`config.mk`:
```
export PLATFORM = sky130hd
export DESIGN_NAME = jk_updown_counter
export DESIGN_NICKNAME = d
export VERILOG_FILES = /design/src/rtl/jk_updown_counter_pkg.sv /design/src/rtl/jk_updown_counter_jk_cell.sv /design/src/rtl/jk_updown_counter.sv
export SDC_FILE = /design/constraint.sdc
export NUM_CORES = 1
export LEC_CHECK = 0
export ABC_AREA = 1
export CORE_AREA = 2 2 39 41
export CTS_BUF_LIST = sky130_fd_sc_hd__clkbuf_4
export DETAILED_ROUTE_END_ITERATION = 12
export DIE_AREA = 0 0 41 43
export GPL_TIMING_DRIVEN = 0
export HOLD_SLACK_MARGIN = 0.08
export PLACE_DENSITY = 0.83
export SYNTH_ARGS = -nofsm -noshare
export SYNTH_HDL_FRONTEND = slang
export SYNTH_SLANG_ARGS = --single-unit
```
`constraint.sdc`:
```
create_clock -name clk -period 1.45 [get_ports clk]
set_input_delay 0.29 -clock clk [delete_from_list [all_inputs] [get_ports clk]]
set_output_delay 0.29 -clock clk [all_outputs]
set_load 0.02 [all_outputs]
```
`src/rtl/jk_updown_counter_pkg.sv`:
```
// Shared definitions for the JK-based up/down counter: per-bit JK excitation codes
// and the operation selected for the current cycle.
package jk_updown_counter_pkg;

  typedef logic [1:0] jk_code_t;

  localparam jk_code_t JK_HOLD = 2'b00;
  localparam jk_code_t JK_RST  = 2'b01;
  localparam jk_code_t JK_SET  = 2'b10;
  localparam jk_code_t JK_TGL  = 2'b11;

  typedef enum logic [1:0] {
    OP_HOLD = 2'b00,
    OP_LOAD = 2'b01,
    OP_UP   = 2'b10,
    OP_DOWN = 2'b11
  } op_e;

endpackage

```
`src/rtl/jk_updown_counter_jk_cell.sv`:
```
// Single JK flip-flop with asynchronous active-high reset to q=0.
// qbar is derived from the same register so it is always the exact complement.
module jk_cell
  import jk_updown_counter_pkg::*;
(
  input  logic clk,
  input  logic reset,
  input  logic j,
  input  logic k,
  output logic q,
  output logic qbar
);

  logic r_q;

  always_ff @(posedge clk or posedge reset) begin
    if (reset) begin
      r_q <= 1'b0;
    end else begin
      case ({j, k})
        JK_RST:  r_q <= 1'b0;
        JK_SET:  r_q <= 1'b1;
        JK_TGL:  r_q <= ~r_q;
        default: r_q <= r_q;
      endcase
    end
  end

  assign q    = r_q;
  assign qbar = ~r_q;

endmodule

```
`src/rtl/jk_updown_counter.sv`:
```
// Modulo-MOD up/down counter: excitation logic drives a bank of JK cells,
// plus terminal-count decode, a registered wrap pulse and a sticky load-range error.
module jk_updown_counter
  import jk_updown_counter_pkg::*;
#(
  parameter int WIDTH = 4,
  parameter int MOD   = 10
) (
  input  logic             clk,
  input  logic             reset,
  input  logic             en,
  input  logic             up,
  input  logic             load,
  input  logic [WIDTH-1:0] d,
  input  logic             err_clr,
  output logic [WIDTH-1:0] q,
  output logic [WIDTH-1:0] qbar,
  output logic             tc,
  output logic             wrap,
  output logic             err
);

  localparam logic [WIDTH-1:0] LP_MAX = WIDTH'(MOD - 1);

  op_e                        w_op;
  logic                       w_at_max;
  logic                       w_at_zero;
  logic                       w_load_oor;
  logic [WIDTH-1:0]           w_load_val;
  logic                       w_wrap_evt;
  logic [WIDTH-1:0][1:0]      w_jk;
  logic                       r_wrap;
  logic                       r_err;

  assign w_at_max   = (q == LP_MAX);
  assign w_at_zero  = (q == '0);
  // When MOD == 2**WIDTH, LP_MAX is all ones and no load value can exceed it.
  assign w_load_oor = (d > LP_MAX);
  assign w_load_val = w_load_oor ? LP_MAX : d;

  always_comb begin
    w_op = OP_HOLD;
    if (load)    w_op = OP_LOAD;
    else if (en) w_op = up ? OP_UP : OP_DOWN;
  end

  always_comb begin
    logic v_ones;
    logic v_zeros;
    v_ones  = 1'b1;
    v_zeros = 1'b1;
    w_jk    = '0;
    for (int i = 0; i < WIDTH; i++) begin
      w_jk[i] = JK_HOLD;
      case (w_op)
        OP_LOAD: w_jk[i] = w_load_val[i] ? JK_SET : JK_RST;
        OP_UP: begin
          if (w_at_max) w_jk[i] = q[i] ? JK_RST : JK_HOLD;
          else          w_jk[i] = v_ones ? JK_TGL : JK_HOLD;
        end
        OP_DOWN: begin
          if (w_at_zero) w_jk[i] = LP_MAX[i] ? JK_SET : JK_RST;
          else           w_jk[i] = v_zeros ? JK_TGL : JK_HOLD;
        end
        default: w_jk[i] = JK_HOLD;
      endcase
      // running prefix AND of lower bits for the next stage
      v_ones  = v_ones & q[i];
      v_zeros = v_zeros & ~q[i];
    end
  end

  for (genvar g = 0; g < WIDTH; g++) begin : g_cell
    jk_cell u_cell (
      .clk  (clk),
      .reset(reset),
      .j    (w_jk[g][1]),
      .k    (w_jk[g][0]),
      .q    (q[g]),
      .qbar (qbar[g])
    );
  end

  assign w_wrap_evt = ((w_op == OP_UP) && w_at_max) || ((w_op == OP_DOWN) && w_at_zero);

  always_ff @(posedge clk or posedge reset) begin
    if (reset) begin
      r_wrap <= 1'b0;
      r_err  <= 1'b0;
    end else begin
      r_wrap <= w_wrap_evt;
      if (load && w_load_oor) r_err <= 1'b1;
      else if (err_clr)       r_err <= 1'b0;
    end
  end

  assign tc   = en & (up ? w_at_max : w_at_zero);
  assign wrap = r_wrap;
  assign err  = r_err;

endmodule

```
==> impl_summary.log <==
INFO  metric critical_path_required = 1160 ps
INFO  metric cts.sinks = 6
INFO  metric pre_cts_ws = -601 ps
INFO  metric cp-start-kind = register
INFO  metric arrival = 1380 ps
INFO  metric coreArea = 0.00138 mm^2
INFO  metric routed_wirelength = 1510 um
INFO  metric failed_checks = setup timing
INFO  metric routabilityCongestion = 0.834
INFO  metric worst_slack = -216 ps
INFO  metric min_period_over_period = 115%
INFO  metric drt-pass1-iter-count = 4
INFO  metric max_cap_viols = 0
INFO  metric finalHoldViolCount = 0
INFO  metric cts_made_buffers = 3
INFO  metric cts_tree = built
INFO  metric finalSetupViolCount = 1
INFO  metric fin_hold_ws = 252 ps
INFO  metric static_leakage_power = ~0.46 nW
INFO  metric finalCriticalPeriod = between 1500 and 2000 ps
INFO  metric timing_worst_slew_pin_value = 263 ps
INFO  metric fillerInstances = roughly 120
INFO  metric layout.nets = 130
INFO  metric rows = 14
INFO  metric synthesis.instances = 88
INFO  metric grt_max_degree = 10
INFO  metric globalRouteTotalUtil = 19.1%
INFO  metric final_max_slew_viol_count = 0
INFO  metric clock_pin_slew_of_the_registers_on_the_worst_case_setup_and_hold_paths = 50 ps
INFO  metric cp-startpoint = g_cell[2].u_cell.q$_DFFE_PP0P_
INFO  metric route.antenna.remaining_nets = 0
INFO  metric synth.largest_area_cell = dfrtp_1
INFO  metric half_perimeter_wire_length_after_detailed_placement = 1030 um
INFO  metric worstSetupPathType = reg2out
INFO  metric grt_first_pass_wirelength = 2270 um
INFO  metric critPathMaxFanout = 4
INFO  metric yosys-top-cells-count = nand2_1, inv_1, nand3_1
INFO  metric synth_top_area_share = 26.2%
INFO  metric n_antenna_cell = 0
INFO  metric drc = 0
INFO  metric clock_tree.htree_level_count = 1
INFO  metric critical_path_top_delay_cell = dfrtp_2
INFO  metric io_buffers = 19
INFO  metric placement.cell_area = 786 um^2
INFO  metric yosys_most_used_dff = dfrtp_1
INFO  metric placedCellCount = 123
INFO  metric post-route-cell-area = between 800 and 900 um^2
INFO  metric worstHoldPathType = in2async
INFO  metric instances_no_fill = 134
INFO  metric slowest_delay = 420 ps
INFO  metric grt_pass1_vias = 550
INFO  metric cts_root_buffer = clkbuf_4
INFO  metric synth_fp_nets = 98
INFO  metric synth.yosys.warnings = 0
INFO  metric clock-skew-final = 3.28 ps
INFO  metric syn_area_per_cell = about 6.5 um^2
INFO  metric vias = 659
INFO  metric yosysSeqAreaShare = 26.2%
INFO  metric multi_input_area = 308 um^2
INFO  metric netlist_area = 573 um^2
INFO  metric drive_gt1_share = 40.7%
INFO  metric worst_ir_drop_vdd = 657 uV
INFO  metric status = finished with violations
INFO  metric worstPathCellList = nor2_4 > nand3_2 > o21ai_2 > inv_2 > nor2_2 > buf_6
INFO  metric max-clock-path-buffers = 2
INFO  metric end_kind = output pin
INFO  metric p_r_area_growth_vs_syn = 52.8%
INFO  metric detail_route.wl_per_cell = 11.3 um
INFO  metric synthMostInstantiatedCell = nand2_1
INFO  metric fp.dieArea = between 0.0015 and 0.002 mm^2
INFO  metric yosysUniqueCellTypes = 23
INFO  metric final_util = a little over three fifths
INFO  metric crit_buf_inv = 2
INFO  metric reg2reg_from = g_cell[0].u_cell.q$_DFFE_PP0P_
INFO  metric chipWidth = 41 um
INFO  metric critPathTopFamily = flip-flops
INFO  metric clk_latency = 260 ps
INFO  metric powerDensity = 1330 mW/mm^2
INFO  metric seq_area = 155 um^2
INFO  metric postSynthRegisterBits = 6
INFO  metric synthArstFlopShare = 100%
INFO  metric gr-total-overflow = 0
INFO  metric initialDrtViolationCount = 16
INFO  metric die_height = around 43 um
INFO  metric fmax = between 600 and 700 MHz
INFO  metric vias_per_cell = 4.92
INFO  metric synth_edf_count = 0
INFO  metric boundaryPins = 21
INFO  metric max_slew_margin = 82.3%
INFO  metric initial_core_utilization = 41.4%
INFO  metric setup_repair_after_global_routing_missed_its_margin = true
INFO  metric initial_antenna_violation_count = 0
INFO  metric synthTopCellsByArea = dfrtp_1, nand2_1, buf_4
==> routing by layer <==
metal | wire length (um) | vias to the layer above | global-route usage, %
met1 | 602 | 295 | 24.5
met3 | 109 | 4 | 2.62
met4 | 42 | 0 | 12.0
met5 | 0 | - | 0
li1 | - | 331 | -
met2 | 754 | 29 | 28.4
==> worst register-to-register path, stage by stage, from the launching register on <==
cell and delay, ps:
dfrtp_2 420, buf_4 160, nor2_4 140, inv_2 60, o21ai_0 150, inv_1 50
nand2_1 50, nand2_1 50, nand2_1 70, inv_1 40
==> power breakdown <==
| group | switching (mW) | internal (mW) |
|---|---|---|
| combinational | 0.383 | 0.359 |
| sequential | 0.0439 | 0.213 |
| clock | 0.0705 | 0.0943 |
==> logic make-up after synthesis <==
| group | synth area share (%) |
|---|---|
| compound gates | 6.11 |
| flops | 26.2 |
| buf+inv | 23.8 |
| simple gates | 43.9 |
==> layout by cell type (no fill, tap or decap), types with 2 or more instances in the layout <==
cell	n
clkdlybuf4s50_1	7
inv_1	9
buf_2	2
nand2_1	19
nor2_4	3
o21ai_0	2
nand4_1	3
nor2_1	8
clkbuf_4	3
inv_2	4
dlygate4sd2_1	3
dfrtp_2	4
nor2_2	2
buf_6	2
dfrtp_1	2
nand3_1	9
buf_4	18
nand3_2	2
==> flip-flops by register name, summed over array words and instances (netlist names) <==
name,flops
err,1
wrap,1
g_cell.u_cell.q,4
==> worst paths after layout <==
check,slack (ps),depth (start not counted),end
max,-220,6,tc
min,250,2,g_cell[3].u_cell.q$_DFFE_PP0P_
max reg2reg,160,9,g_cell[1].u_cell.q$_DFFE_PP0P_
min reg2reg,520,2,err$_DFFE_PP0P_
max in group asynchronous,980,2,g_cell[0].u_cell.q$_DFFE_PP0P_
min in group clk,330,3,err$_DFFE_PP0P_
==> area by class of cell <==
cell class                 count  share of cell area [%]
sequential                     6                    17.7
tap                           16                    2.29
timing repair buffer          27                    26.4
clock buffer                   3                    2.57
inverter                      16                    7.71
buffer                         9                    8.14
multi-input combinational     57                    35.1
==> metrics by stage <==
stage / TNS (ps) / power (mW)
finish: -216 / 1.16
detailed placement: -1290 / 0.872
CTS: -253 / 1.07
floorplan: 0 / 0.653
global route: -270 / 1.24
global placement: -1160 / 0.860
==> repair_timing <==
| action | 4_1_cts | 5_1_grt |
|---|---|---|
| pin swaps | 1 | 2 |
| resized for setup | 34 | 15 |
| buffers inserted | 4 | 4 |
| hold endpoints to repair | 0 | 0 |
| hold buffers | 0 | 0 |
| endpoints found under the setup margin | 11 | 6 |
Note: power is estimated with default switching activity, not from simulation.
